<file path="src/rtl/gerenciador_atributos_pkg.sv">
// Shared definitions for the pet attribute manager: the one-hot estado
// encoding driven by controlador_estados, the decoded activity type and the
// default tuning constants.
package gerenciador_atributos_pkg;

  // One-hot estado encoding shared with controlador_estados (INTRO is all-zero).
  localparam logic [4:0] INTRO      = 5'b00000;
  localparam logic [4:0] IDLE       = 5'b00001;
  localparam logic [4:0] DORMINDO   = 5'b00010;
  localparam logic [4:0] COMENDO    = 5'b00100;
  localparam logic [4:0] DANDO_AULA = 5'b01000;
  localparam logic [4:0] MORTO      = 5'b10000;

  // Default tuning constants.
  localparam int         DEF_TICK_BITS   = 22;
  localparam logic [7:0] DEF_INIT_VALUE  = 8'd200;
  localparam logic [7:0] DEF_GAIN        = 8'd8;
  localparam logic [7:0] DEF_DECAY       = 8'd1;
  localparam logic [7:0] DEF_ALERT_LEVEL = 8'd32;

  // Decoded activity; anything that is not a legal one-hot code maps to ACT_INVALID.
  typedef enum logic [2:0] {
    ACT_INTRO      = 3'd0,
    ACT_IDLE       = 3'd1,
    ACT_DORMINDO   = 3'd2,
    ACT_COMENDO    = 3'd3,
    ACT_DANDO_AULA = 3'd4,
    ACT_MORTO      = 3'd5,
    ACT_INVALID    = 3'd6
  } atividade_t;

  // Per-attribute update request issued by the top level to atributo_sat.
  typedef struct packed {
    logic       inc_en;
    logic       dec_en;
    logic [7:0] dec_amt;
  } atributo_ctrl_t;

  function automatic atividade_t decode_estado(input logic [4:0] estado);
    atividade_t atividade;
    case (estado)
      INTRO:      atividade = ACT_INTRO;
      IDLE:       atividade = ACT_IDLE;
      DORMINDO:   atividade = ACT_DORMINDO;
      COMENDO:    atividade = ACT_COMENDO;
      DANDO_AULA: atividade = ACT_DANDO_AULA;
      MORTO:      atividade = ACT_MORTO;
      default:    atividade = ACT_INVALID;
    endcase
    return atividade;
  endfunction

  // Doubles a decay amount, capping at 255 instead of wrapping.
  function automatic logic [7:0] dobro_sat(input logic [7:0] valor);
    logic [8:0] dobro;
    dobro = {valor, 1'b0};
    return dobro[8] ? 8'hFF : dobro[7:0];
  endfunction

endpackage

</file>
<file path="src/rtl/gerenciador_atributos_atributo_sat.sv">
// One saturating 8-bit attribute register. Priority: rst, then load, then
// the combined increment/decrement. Increment and decrement requested in the
// same cycle are both applied and only the net result is saturated to [0,255].
module atributo_sat
  import gerenciador_atributos_pkg::*;
#(
  parameter logic [7:0] RESET_VALUE = DEF_INIT_VALUE
) (
  input  logic       clk,
  input  logic       rst,
  input  logic       load,
  input  logic [7:0] load_value,
  input  logic       inc_en,
  input  logic       dec_en,
  input  logic [7:0] inc_amt,
  input  logic [7:0] dec_amt,
  output logic [7:0] valor
);

  logic [8:0] soma;
  logic [8:0] subtraendo;
  logic [8:0] diferenca;
  logic [7:0] proximo;

  // Net update in 9 bits: add first, then floor at 0 and cap at 255.
  always_comb begin
    soma       = {1'b0, valor} + (inc_en ? {1'b0, inc_amt} : 9'd0);
    subtraendo = dec_en ? {1'b0, dec_amt} : 9'd0;
    diferenca  = 9'd0;
    proximo    = valor;
    if (soma < subtraendo) begin
      proximo = 8'd0;
    end else begin
      diferenca = soma - subtraendo;
      proximo   = diferenca[8] ? 8'hFF : diferenca[7:0];
    end
  end

  // Attribute register.
  always_ff @(posedge clk) begin
    if (rst) begin
      valor <= RESET_VALUE;
    end else if (load) begin
      valor <= load_value;
    end else if (inc_en || dec_en) begin
      valor <= proximo;
    end
  end

endmodule

</file>
<file path="src/rtl/gerenciador_atributos.sv">
// Pet attribute manager. A free-running prescaler produces a tick every
// 2**TICK_BITS cycles; on each tick the attributes decay on a 4-phase
// schedule and the one matching the current activity is replenished.
// estado is only looked at in tick cycles, except INTRO which reloads the
// attributes and holds the prescaler every cycle it is present.
module gerenciador_atributos
  import gerenciador_atributos_pkg::*;
#(
  parameter int         TICK_BITS   = DEF_TICK_BITS,
  parameter logic [7:0] INIT_VALUE  = DEF_INIT_VALUE,
  parameter logic [7:0] GAIN        = DEF_GAIN,
  parameter logic [7:0] DECAY       = DEF_DECAY,
  parameter logic [7:0] ALERT_LEVEL = DEF_ALERT_LEVEL
) (
  input  logic       clk,
  input  logic       rst,
  input  logic [4:0] estado,
  output logic [7:0] fome,
  output logic [7:0] felicidade,
  output logic [7:0] sono,
  output logic       tick,
  output logic       alerta
);

  localparam logic [7:0] DECAY2 = dobro_sat(DECAY);

  logic [TICK_BITS-1:0] prescaler;
  logic [1:0]           phase;
  logic                 tick_r;
  logic                 alerta_r;

  atividade_t     atividade;
  logic           intro;
  logic           sched_sono;
  logic           sched_felicidade;
  atributo_ctrl_t ctrl_fome;
  atributo_ctrl_t ctrl_felicidade;
  atributo_ctrl_t ctrl_sono;

  assign atividade        = decode_estado(estado);
  assign intro            = (atividade == ACT_INTRO);
  assign sched_sono       = phase[0];
  assign sched_felicidade = (phase == 2'b11);

  // Prescaler and phase counter; tick is registered so it is high in the
  // cycle the count sits at 0 right after wrapping. INTRO pins everything at 0.
  always_ff @(posedge clk) begin
    if (rst || intro) begin
      prescaler <= '0;
      phase     <= 2'd0;
      tick_r    <= 1'b0;
    end else begin
      prescaler <= prescaler + TICK_BITS'(1);
      tick_r    <= (prescaler == '1);
      if (tick_r) begin
        phase <= phase + 2'd1;
      end
    end
  end

  // alerta reflects the registered attributes one cycle later.
  always_ff @(posedge clk) begin
    if (rst) begin
      alerta_r <= 1'b0;
    end else begin
      alerta_r <= (fome < ALERT_LEVEL) || (felicidade < ALERT_LEVEL) ||
                  (sono < ALERT_LEVEL);
    end
  end

  // Per-tick update requests: scheduled decay for every attribute except the
  // one being replenished; MORTO and invalid codes request nothing.
  always_comb begin
    ctrl_fome       = '{inc_en: 1'b0, dec_en: 1'b0, dec_amt: DECAY};
    ctrl_felicidade = '{inc_en: 1'b0, dec_en: 1'b0, dec_amt: DECAY};
    ctrl_sono       = '{inc_en: 1'b0, dec_en: 1'b0, dec_amt: DECAY};
    if (tick_r) begin
      case (atividade)
        ACT_IDLE: begin
          ctrl_fome.dec_en       = 1'b1;
          ctrl_sono.dec_en       = sched_sono;
          ctrl_felicidade.dec_en = sched_felicidade;
        end
        ACT_COMENDO: begin
          ctrl_fome.inc_en       = 1'b1;
          ctrl_sono.dec_en       = sched_sono;
          ctrl_felicidade.dec_en = sched_felicidade;
        end
        ACT_DORMINDO: begin
          ctrl_sono.inc_en       = 1'b1;
          ctrl_fome.dec_en       = 1'b1;
          ctrl_felicidade.dec_en = sched_felicidade;
        end
        ACT_DANDO_AULA: begin
          ctrl_felicidade.inc_en = 1'b1;
          ctrl_fome.dec_en       = 1'b1;
          ctrl_fome.dec_amt      = DECAY2;
          ctrl_sono.dec_en       = sched_sono;
          ctrl_sono.dec_amt      = DECAY2;
        end
        default: begin
        end
      endcase
    end
  end

  atributo_sat #(.RESET_VALUE(INIT_VALUE)) u_fome (
    .clk        (clk),
    .rst        (rst),
    .load       (intro),
    .load_value (INIT_VALUE),
    .inc_en     (ctrl_fome.inc_en),
    .dec_en     (ctrl_fome.dec_en),
    .inc_amt    (GAIN),
    .dec_amt    (ctrl_fome.dec_amt),
    .valor      (fome)
  );

  atributo_sat #(.RESET_VALUE(INIT_VALUE)) u_felicidade (
    .clk        (clk),
    .rst        (rst),
    .load       (intro),
    .load_value (INIT_VALUE),
    .inc_en     (ctrl_felicidade.inc_en),
    .dec_en     (ctrl_felicidade.dec_en),
    .inc_amt    (GAIN),
    .dec_amt    (ctrl_felicidade.dec_amt),
    .valor      (felicidade)
  );

  atributo_sat #(.RESET_VALUE(INIT_VALUE)) u_sono (
    .clk        (clk),
    .rst        (rst),
    .load       (intro),
    .load_value (INIT_VALUE),
    .inc_en     (ctrl_sono.inc_en),
    .dec_en     (ctrl_sono.dec_en),
    .inc_amt    (GAIN),
    .dec_amt    (ctrl_sono.dec_amt),
    .valor      (sono)
  );

  assign tick   = tick_r;
  assign alerta = alerta_r;

endmodule

</file>
<file path="config.mk">
export PLATFORM = sky130hd
export DESIGN_NAME = gerenciador_atributos
export DESIGN_NICKNAME = d
export VERILOG_FILES = /design/src/rtl/gerenciador_atributos_pkg.sv /design/src/rtl/gerenciador_atributos_atributo_sat.sv /design/src/rtl/gerenciador_atributos.sv
export SDC_FILE = /design/constraint.sdc
export NUM_CORES = 1
export LEC_CHECK = 0
export ABC_CLOCK_PERIOD_IN_PS = 4450
export BUFFER_PORTS_ARGS = -buffer_cell sky130_fd_sc_hd__buf_4
export CAP_MARGIN = 10
export CORE_AREA = 2 2 79 81
export DETAILED_ROUTE_END_ITERATION = 6
export DIE_AREA = 0 0 81 83
export GPL_TIMING_DRIVEN = 0
export PLACE_DENSITY_LB_ADDON = 0.1
export SLEW_MARGIN = 30
export SYNTH_ARGS = -nofsm -noshare
export SYNTH_HDL_FRONTEND = slang
export SYNTH_SLANG_ARGS = --single-unit
</file>
<file path="constraint.sdc">
create_clock -name clk -period 4.45 [get_ports clk]
set_input_delay 0 -clock clk [delete_from_list [all_inputs] [get_ports clk]]
set_output_delay 0 -clock clk [all_outputs]
set_load 0.02 [all_outputs]
</file>
==> impl_metrics.env, run 1 <==
export IMPL_syn_area_sq_um=3400
export IMPL_wl_mm=7.792
export IMPL_viasPerCell=6.006
export IMPL_min_path_type="input pin to flop"
export IMPL_end_kind="flop"
export IMPL_power_density_nw_per_um2=203.6
export IMPL_ir_drop_mv=0.1708
export IMPL_criticalPathCategory="flop to flop"
export IMPL_ant_nets=0
export IMPL_total_power_w=0.0007805
export IMPL_fin_crit_ns=3.510
export IMPL_avgSynthCellArea_sq_um=7.999
export IMPL_rsz0062_at_grt="no"
export IMPL_grt_pass1_wl_mm=13.01
export IMPL_finalSetupViolCount=0
export IMPL_io_pins=33
export IMPL_rrSetupSlack_ns=0.94
export IMPL_synth_area_leaders="dfxtp_1 (29%), xnor2_1 (5.7%), ha_1 (5.2%)"
export IMPL_status="completed"
export IMPL_cts_setup_buffers=0
export IMPL_antenna_found_initial=0
export IMPL_clk_latency_ns=0.31
export IMPL_synth_cell_types=69
export IMPL_ys_warn_count=0
export IMPL_yosysSeqAreaShare_pct=29.44
export IMPL_max_freq_mhz=284.9
export IMPL_synth_nets=448
export IMPL_fp_coreArea_sq_um=5816
export IMPL_period_share_pct=78.87
export IMPL_clk_pin_slew_ns=0.10
export IMPL_drtPass1Iterations=5
export IMPL_max_cap_viol_count=0
export IMPL_path_max_fanout=10
export IMPL_cp_common_cell="ha_1"
export IMPL_path_cells="nand2b_1 > buf_2 > nor4_1 > ha_1 > ha_1 > nor3_1 > nand3_1 > o21bai_1 > a211oi_1 > o21ai_0"
export IMPL_max_slew_worst_pin_slew_ns=0.7420
export IMPL_timing_max_slew_rel_slack_pct=50.15
export IMPL_reg2regPathDepth=10
export IMPL_cts_tree="yes"
export IMPL_synth_top_cell_area_share_pct=29.44
export IMPL_die_area_sq_um=6723
export IMPL_root_buffer="clkbuf_8"
export IMPL_grt_pass1_vias=2849
export IMPL_slew_violations=0
export IMPL_startpoint_type="flop"
export IMPL_hold_path_end="u_fome.valor[7]$_SDFFE_PP1P_"
export IMPL_synth_most_common_cell="dfxtp_1"
export IMPL_hold_viol_final=0
export IMPL_rr_startpoint="tick$_SDFF_PP0_"
export IMPL_grt_start_max_net_pins=19
export IMPL_drc=0
export IMPL_max_stage_delay_ns=0.63
export IMPL_clockBufferDepth=2
export IMPL_htree_num_levels=2
export IMPL_crit_arrival_ns=3.68
export IMPL_leakage_nw=1.411
export IMPL_gp_congestion=0.9135
export IMPL_cts_buffers_inserted=5
export IMPL_rr_endpoint="u_felicidade.valor[6]$_SDFFE_PP1P_"
export IMPL_ys_seq_elements=50
export IMPL_min_from="estado[2]"
export IMPL_drt_iter0_markers=197
export IMPL_skew_ns=0.004842
export IMPL_synth_common_cells="dfxtp_1 (50), nor2_1 (44), nand2_1 (26), o21ai_0 (25), xnor2_1 (22)"
export IMPL_clock_sinks=50
export IMPL_wl_per_cell_um=14.43
export IMPL_dp_slack_ns=0.9844
export IMPL_synthFlopType="dfxtp_1"
export IMPL_switching_share_pct=25.30
export IMPL_hold_path_cell_count=6
export IMPL_crit_required_ns=4.62
export IMPL_p_switching_w=0.0001975
export IMPL_row_count=28
export IMPL_pwr_share_clk_pct=36.9
export IMPL_fp_dieW_um=81
export IMPL_fp_dieH_um=83
export IMPL_place_hpwl_mm=5.810
export IMPL_slowest_stage="nor3_1"
export IMPL_routed_via_count=3243
export IMPL_critical_path_buf_inv_count=1
export IMPL_grt_util_all_layers_pct=23.76
export IMPL_cp_top_family="simple AND/OR/NAND/NOR gates"
export IMPL_setup_tns_ns=0
export IMPL_fin_ws_ns=0.9405
export IMPL_synth_edff_count=0
export IMPL_n_fill_cell=513
export IMPL_nNetsFinal=487
export IMPL_synth_area_leader_cell="dfxtp_1"
export IMPL_area_delta_synth_final_pct=12.77
export IMPL_drive_gt1_share_pct=13.12
export IMPL_async_flop_share_pct=0
export IMPL_antennaDiodeCount=0
export IMPL_seqPwrFrac_pct=57.9
export IMPL_overflow=0
export IMPL_io_buffers=31
export IMPL_pwr_share_comb_pct=5.2
export IMPL_internal_power_w=0.0005830
export IMPL_initial_utilization_pct=58.46
export IMPL_syn_inst=425
==> layout make-up <==
cell class / instances / area, sq um / share of cell area [%]
Sequential cell: 50 / 1001 / 26.11
Multi-Input combinational cell: 335 / 2226 / 58.06
Clock buffer: 5 / 68.82 / 1.795
Tap cell: 75 / 93.84 / 2.448
Inverter: 19 / 71.32 / 1.860
Buffer: 21 / 101.3 / 2.644
Clock inverter: 3 / 28.78 / 0.7507
Timing Repair Buffer: 32 / 242.7 / 6.332
==> worst reg2reg max path, cell delays in order (launching register included) <==
cell and delay (ns):
dfxtp_1 0.45, nand2b_1 0.07, buf_2 0.18, nor4_1 0.62
ha_1 0.37, ha_1 0.30, nor3_1 0.63, nand3_1 0.19
o21bai_1 0.23, a211oi_1 0.24, o21ai_0 0.11
==> routing by layer <==
layer | vias up | routed length [um] | track usage, %
met5 | - | 0 | 0
met4 | 0 | 104 | 5.547
met3 | 11 | 412 | 3.913
met2 | 96 | 3597 | 38.39
met1 | 1501 | 3679 | 32.93
li1 | 1635 | - | -
==> sequential cells by signal, indices dropped and copies added, names as in the netlist <==
name / count
u_sono.valor: 8
tick: 1
phase: 2
prescaler: 22
alerta: 1
u_felicidade.valor: 8
u_fome.valor: 8
==> power by group through the flow <==
| stage | registers (W) | clock network, W | logic, W |
|---|---|---|---|
| after floorplan | 0.000462 | 0 | 0.0000269 |
| after global placement | 0.000462 | 0 | 0.0000391 |
| after detailed placement | 0.000462 | 0 | 0.0000397 |
| after CTS | 0.000452 | 0.000298 | 0.0000407 |
| after global routing | 0.000452 | 0.000315 | 0.0000446 |
| final | 0.000452 | 0.000288 | 0.0000404 |
==> stage by stage <==
| stage | cell area, sq um | hold slack, ns | utilization (%) | cells |
|---|---|---|---|---|
| after floorplan | 3400 | 0.07238 | - | 425 |
| after global placement | 3726 | 0.1841 | 64.07 | 531 |
| after detailed placement | 3726 | 0.1904 | 64.07 | 531 |
| after CTS | 3834 | 0.2988 | 65.92 | 540 |
| after global routing | 3834 | 0.3331 | 65.92 | 540 |
| final | 3834 | 0.3107 | 65.92 | 540 |
==> what timing repair did <==
item,CTS,global route
endpoints found under the hold margin,1,0
resized for setup,0,0
endpoints found under the setup margin,0,0
hold buffers,1,0
==> cell usage in the layout, fill, tap and decap left out, types with 9 or more instances in the layout <==
| cell | count |
|---|---|
| a21oi_1 | 20 |
| buf_4 | 31 |
| clkbuf_1 | 13 |
| dfxtp_1 | 50 |
| ha_1 | 14 |
| inv_1 | 19 |
| nand2_1 | 26 |
| nand2b_1 | 11 |
| nand3_1 | 21 |
| nand4_1 | 9 |
| nor2_1 | 44 |
| nor3_1 | 16 |
| o21ai_0 | 25 |
| xnor2_1 | 22 |
| xor2_1 | 13 |
==> logic make-up after synthesis <==
group,share of synthesized area [%]
adders and majority gates,6.331
muxes,1.215
xor gates and xnor gates,9.017
and+or+nand+nor,27.82
AOI/OAI and AO/OA,21.09
DFF,29.44
buffers and inverters,5.079
==> worst max-delay path by stage <==
stage                     depth (start not counted)                                 end  slack, ns       startpoint
after floorplan                                  10        u_sono.valor[3]$_SDFFE_PP1P_       1.55  tick$_SDFF_PP0_
after global placement                           10  u_felicidade.valor[6]$_SDFFE_PP1P_       1.01  tick$_SDFF_PP0_
after detailed placement                         10  u_felicidade.valor[6]$_SDFFE_PP1P_       0.98  tick$_SDFF_PP0_
after CTS                                        10  u_felicidade.valor[6]$_SDFFE_PP1P_       0.97  tick$_SDFF_PP0_
after global routing                             10  u_felicidade.valor[6]$_SDFFE_PP1P_       0.73  tick$_SDFF_PP0_
final                                            10  u_felicidade.valor[6]$_SDFFE_PP1P_       0.94  tick$_SDFF_PP0_
Note: power is estimated with default switching activity, not from simulation.
==> run 2: changes to the inputs <==
--- a/config.mk
+++ b/config.mk
@@ -5,12 +5,12 @@
 export SDC_FILE = /design/constraint.sdc
 export NUM_CORES = 1
 export LEC_CHECK = 0
-export ABC_CLOCK_PERIOD_IN_PS = 4450
+export ABC_CLOCK_PERIOD_IN_PS = 2900
 export BUFFER_PORTS_ARGS = -buffer_cell sky130_fd_sc_hd__buf_4
 export CAP_MARGIN = 10
-export CORE_AREA = 2 2 79 81
+export CORE_AREA = 2 2 83 85
 export DETAILED_ROUTE_END_ITERATION = 6
-export DIE_AREA = 0 0 81 83
+export DIE_AREA = 0 0 85 87
 export GPL_TIMING_DRIVEN = 0
 export PLACE_DENSITY_LB_ADDON = 0.1
 export SLEW_MARGIN = 30
==> constraint.sdc (replaced) <==
create_clock -name clk -period 2.9 [get_ports clk]
set_input_delay 0 -clock clk [delete_from_list [all_inputs] [get_ports clk]]
set_output_delay 0 -clock clk [all_outputs]
set_load 0.02 [all_outputs]
==> run 2 against run 1 <==
Count of clock-buffer cells in the layout stayed put. Die area is 10% higher. Critical path depth is 1 higher. Non-clock buffer count is 5 higher. Cell count is 1.9% higher. Clock power is 81% higher. Routed wire length is 7.7% higher. Clock skew is 0.0064 ns higher. Combinational power is 68% higher. Critical endpoint is now u_sono.valor[1]$_SDFFE_PP0P_. Highest routed layer unchanged.
==> impl_metrics.env, run 2 (same netlist as run 1, synthesis figures left out) <==
export IMPL_timing_max_slew_rel_slack_pct=53.28
export IMPL_initial_utilization_pct=51.75
export IMPL_io_buffers=31
export IMPL_rr_endpoint="u_sono.valor[1]$_SDFFE_PP0P_"
export IMPL_largest_reg_flops=22
export IMPL_startpoint_type="flop"
export IMPL_end_kind="flop"
export IMPL_overflow=0
export IMPL_regMostFlops="prescaler"
export IMPL_fp_dieW_um=85
export IMPL_setup_tns_ns=0
export IMPL_clk_latency_ns=0.32
export IMPL_place_hpwl_mm=5.923
export IMPL_path_max_fanout=6
export IMPL_grt_start_max_net_pins=18
export IMPL_die_area_sq_um=7395
export IMPL_ir_drop_mv=0.2418
export IMPL_drc=0
export IMPL_power_density_nw_per_um2=317.1
export IMPL_status="completed"
export IMPL_critPathLaunch="phase[0]$_SDFFE_PP0P_"
export IMPL_grt_use_met2_pct=37.71
export IMPL_root_buffer="clkbuf_8"
export IMPL_wl_mm=8.391
export IMPL_switching_share_pct=23.93
export IMPL_pwr_share_clk_pct=40.7
export IMPL_clk_pin_slew_ns=0.10
export IMPL_rsz0062_at_grt="yes"
export IMPL_rrSetupSlack_ns=0.03
export IMPL_max_cap_viol_count=0
export IMPL_endpoint="u_sono.valor[1]$_SDFFE_PP0P_"
export IMPL_met3_usage_pct=3.033
export IMPL_layout_commonest_cell="dfxtp_1"
export IMPL_top_usage_layer="met2"
export IMPL_antenna_found_initial=0
export IMPL_clock_sinks=50
export IMPL_wl_per_cell_um=15.26
export IMPL_fin_area_sq_um=4043
export IMPL_hold_viol_final=0
export IMPL_htree_num_levels=2
export IMPL_io_pins=33
export IMPL_placed_cell_area_sq_um=3732
export IMPL_p_switching_w=0.0003068
export IMPL_max_slew_worst_pin_slew_ns=0.7009
export IMPL_grt_pass1_wl_mm=13.67
export IMPL_area_delta_synth_final_pct=18.92
export IMPL_criticalPathCategory="flop to flop"
export IMPL_crit_arrival_ns=3.12
export IMPL_fin_crit_ns=2.869
export IMPL_period_share_pct=98.92
export IMPL_antennaDiodeCount=0
export IMPL_met1_usage_pct=30.80
export IMPL_crit_required_ns=3.15
export IMPL_drtPass1Iterations=4
export IMPL_slew_violations=0
export IMPL_fp_dieH_um=87
export IMPL_reg2regPathDepth=11
export IMPL_min_path_type="input pin to flop"
export IMPL_routed_via_count=3311
export IMPL_ant_nets=0
export IMPL_cts_tree="yes"
export IMPL_skew_ns=0.01129
export IMPL_grt_util_all_layers_pct=22.63
export IMPL_seqPwrFrac_pct=54.0
export IMPL_rr_startpoint="phase[0]$_SDFFE_PP0P_"
export IMPL_gp_congestion=0.9097
export IMPL_internal_power_w=0.0009750
export IMPL_finalSetupViolCount=0
export IMPL_final_cell_mix="dfxtp_1 (48), nor2_1 (44), buf_4 (36), nand2_1 (26), o21ai_0 (24)"
export IMPL_leakage_nw=1.450
export IMPL_pwr_share_comb_pct=5.3
export IMPL_drt_iter0_markers=188
export IMPL_viasPerCell=6.020
export IMPL_fp_coreArea_sq_um=6569
export IMPL_row_count=30
export IMPL_grt_pass1_vias=2925
export IMPL_nNetsFinal=492
export IMPL_drive_gt1_share_pct=19.36
export IMPL_max_freq_mhz=348.6
export IMPL_cts_buffers_inserted=5
export IMPL_clockBufferDepth=2
run 2: cell types whose count changed in the layout (fill, tap and decap cells not counted), sizes merged:
cell and delta:
inv -1, bufinv +1, buf +5
run 2: worst min-delay path by stage:
stage               from                           end  slack, ns  cells after the start
6_report       estado[2]  u_fome.valor[7]$_SDFFE_PP1P_       0.35                      6
5_1_grt        estado[2]  u_fome.valor[7]$_SDFFE_PP1P_       0.40                      6
4_1_cts        estado[2]  u_fome.valor[7]$_SDFFE_PP1P_       0.33                      6
3_5_place_dp         rst             alerta$_SDFF_PP0_       0.19                      2
3_3_place_gp         rst             alerta$_SDFF_PP0_       0.19                      2
2_1_floorplan        rst             alerta$_SDFF_PP0_       0.07                      1
run 2: critical path, stage by stage (launching register included):
cell      delay (ns)
dfxtp_2         0.33
or4bb_4         0.53
a21oi_2         0.13
ha_2            0.23
inv_2           0.05
fa_2            0.40
or4_4           0.43
o32ai_2         0.20
nand3_1         0.16
buf_4           0.18
nand2b_1        0.06
a32o_1          0.12
run 2: repair_timing:
action                                  4_1_cts  5_1_grt
setup buffers                                 2        3
hold endpoints to repair                      1        0
hold buffers                                  1        0
gates resized for setup                      10       23
endpoints found under the setup margin       23       18
pin swaps                                     2        9
run 2: through the flow:
step | power (W) | setup slack [ns] | cells | hold slack, ns | util, %
floorplan | 0.0007498 | 0.004621 | 425 | 0.07238 | -
global placement | 0.0007694 | -0.5290 | 536 | 0.1864 | 56.82
detailed placement | 0.0007703 | -0.5655 | 536 | 0.1903 | 56.82
CTS | 0.001289 | 0.02403 | 547 | 0.3334 | 59.64
global route | 0.001323 | -0.04838 | 550 | 0.4004 | 61.54
finish | 0.001282 | 0.03142 | 550 | 0.3520 | 61.54
run 2: final cells by class:
class                           instances  area [sq um]
Buffer                                 21         101.3
Inverter                               19         71.32
Clock inverter                          3         47.55
Clock buffer                            5         68.82
Fill cell                             607          2526
Multi-Input combinational cell        335          2367
Sequential cell                        50          1006
Timing Repair Buffer                   37         280.3
Tap cell                               80         100.1
run 2: routing by layer:
layer / part of all wire, % / vias to the layer above
met2: 46 / 109
met5: 0 / -
met4: 1.3 / 0
li1: - / 1637
met1: 47 / 1551
met3: 5.4 / 14
run 2: power groups by stage:
stage / combinational (W) / sequential (W) / clock (W)
global placement: 0.0000603 / 0.000709 / 0
global route: 0.0000730 / 0.000693 / 0.000557
floorplan: 0.0000412 / 0.000709 / 0
CTS: 0.0000650 / 0.000693 / 0.000531
finish: 0.0000678 / 0.000692 / 0.000522
detailed placement: 0.0000610 / 0.000709 / 0
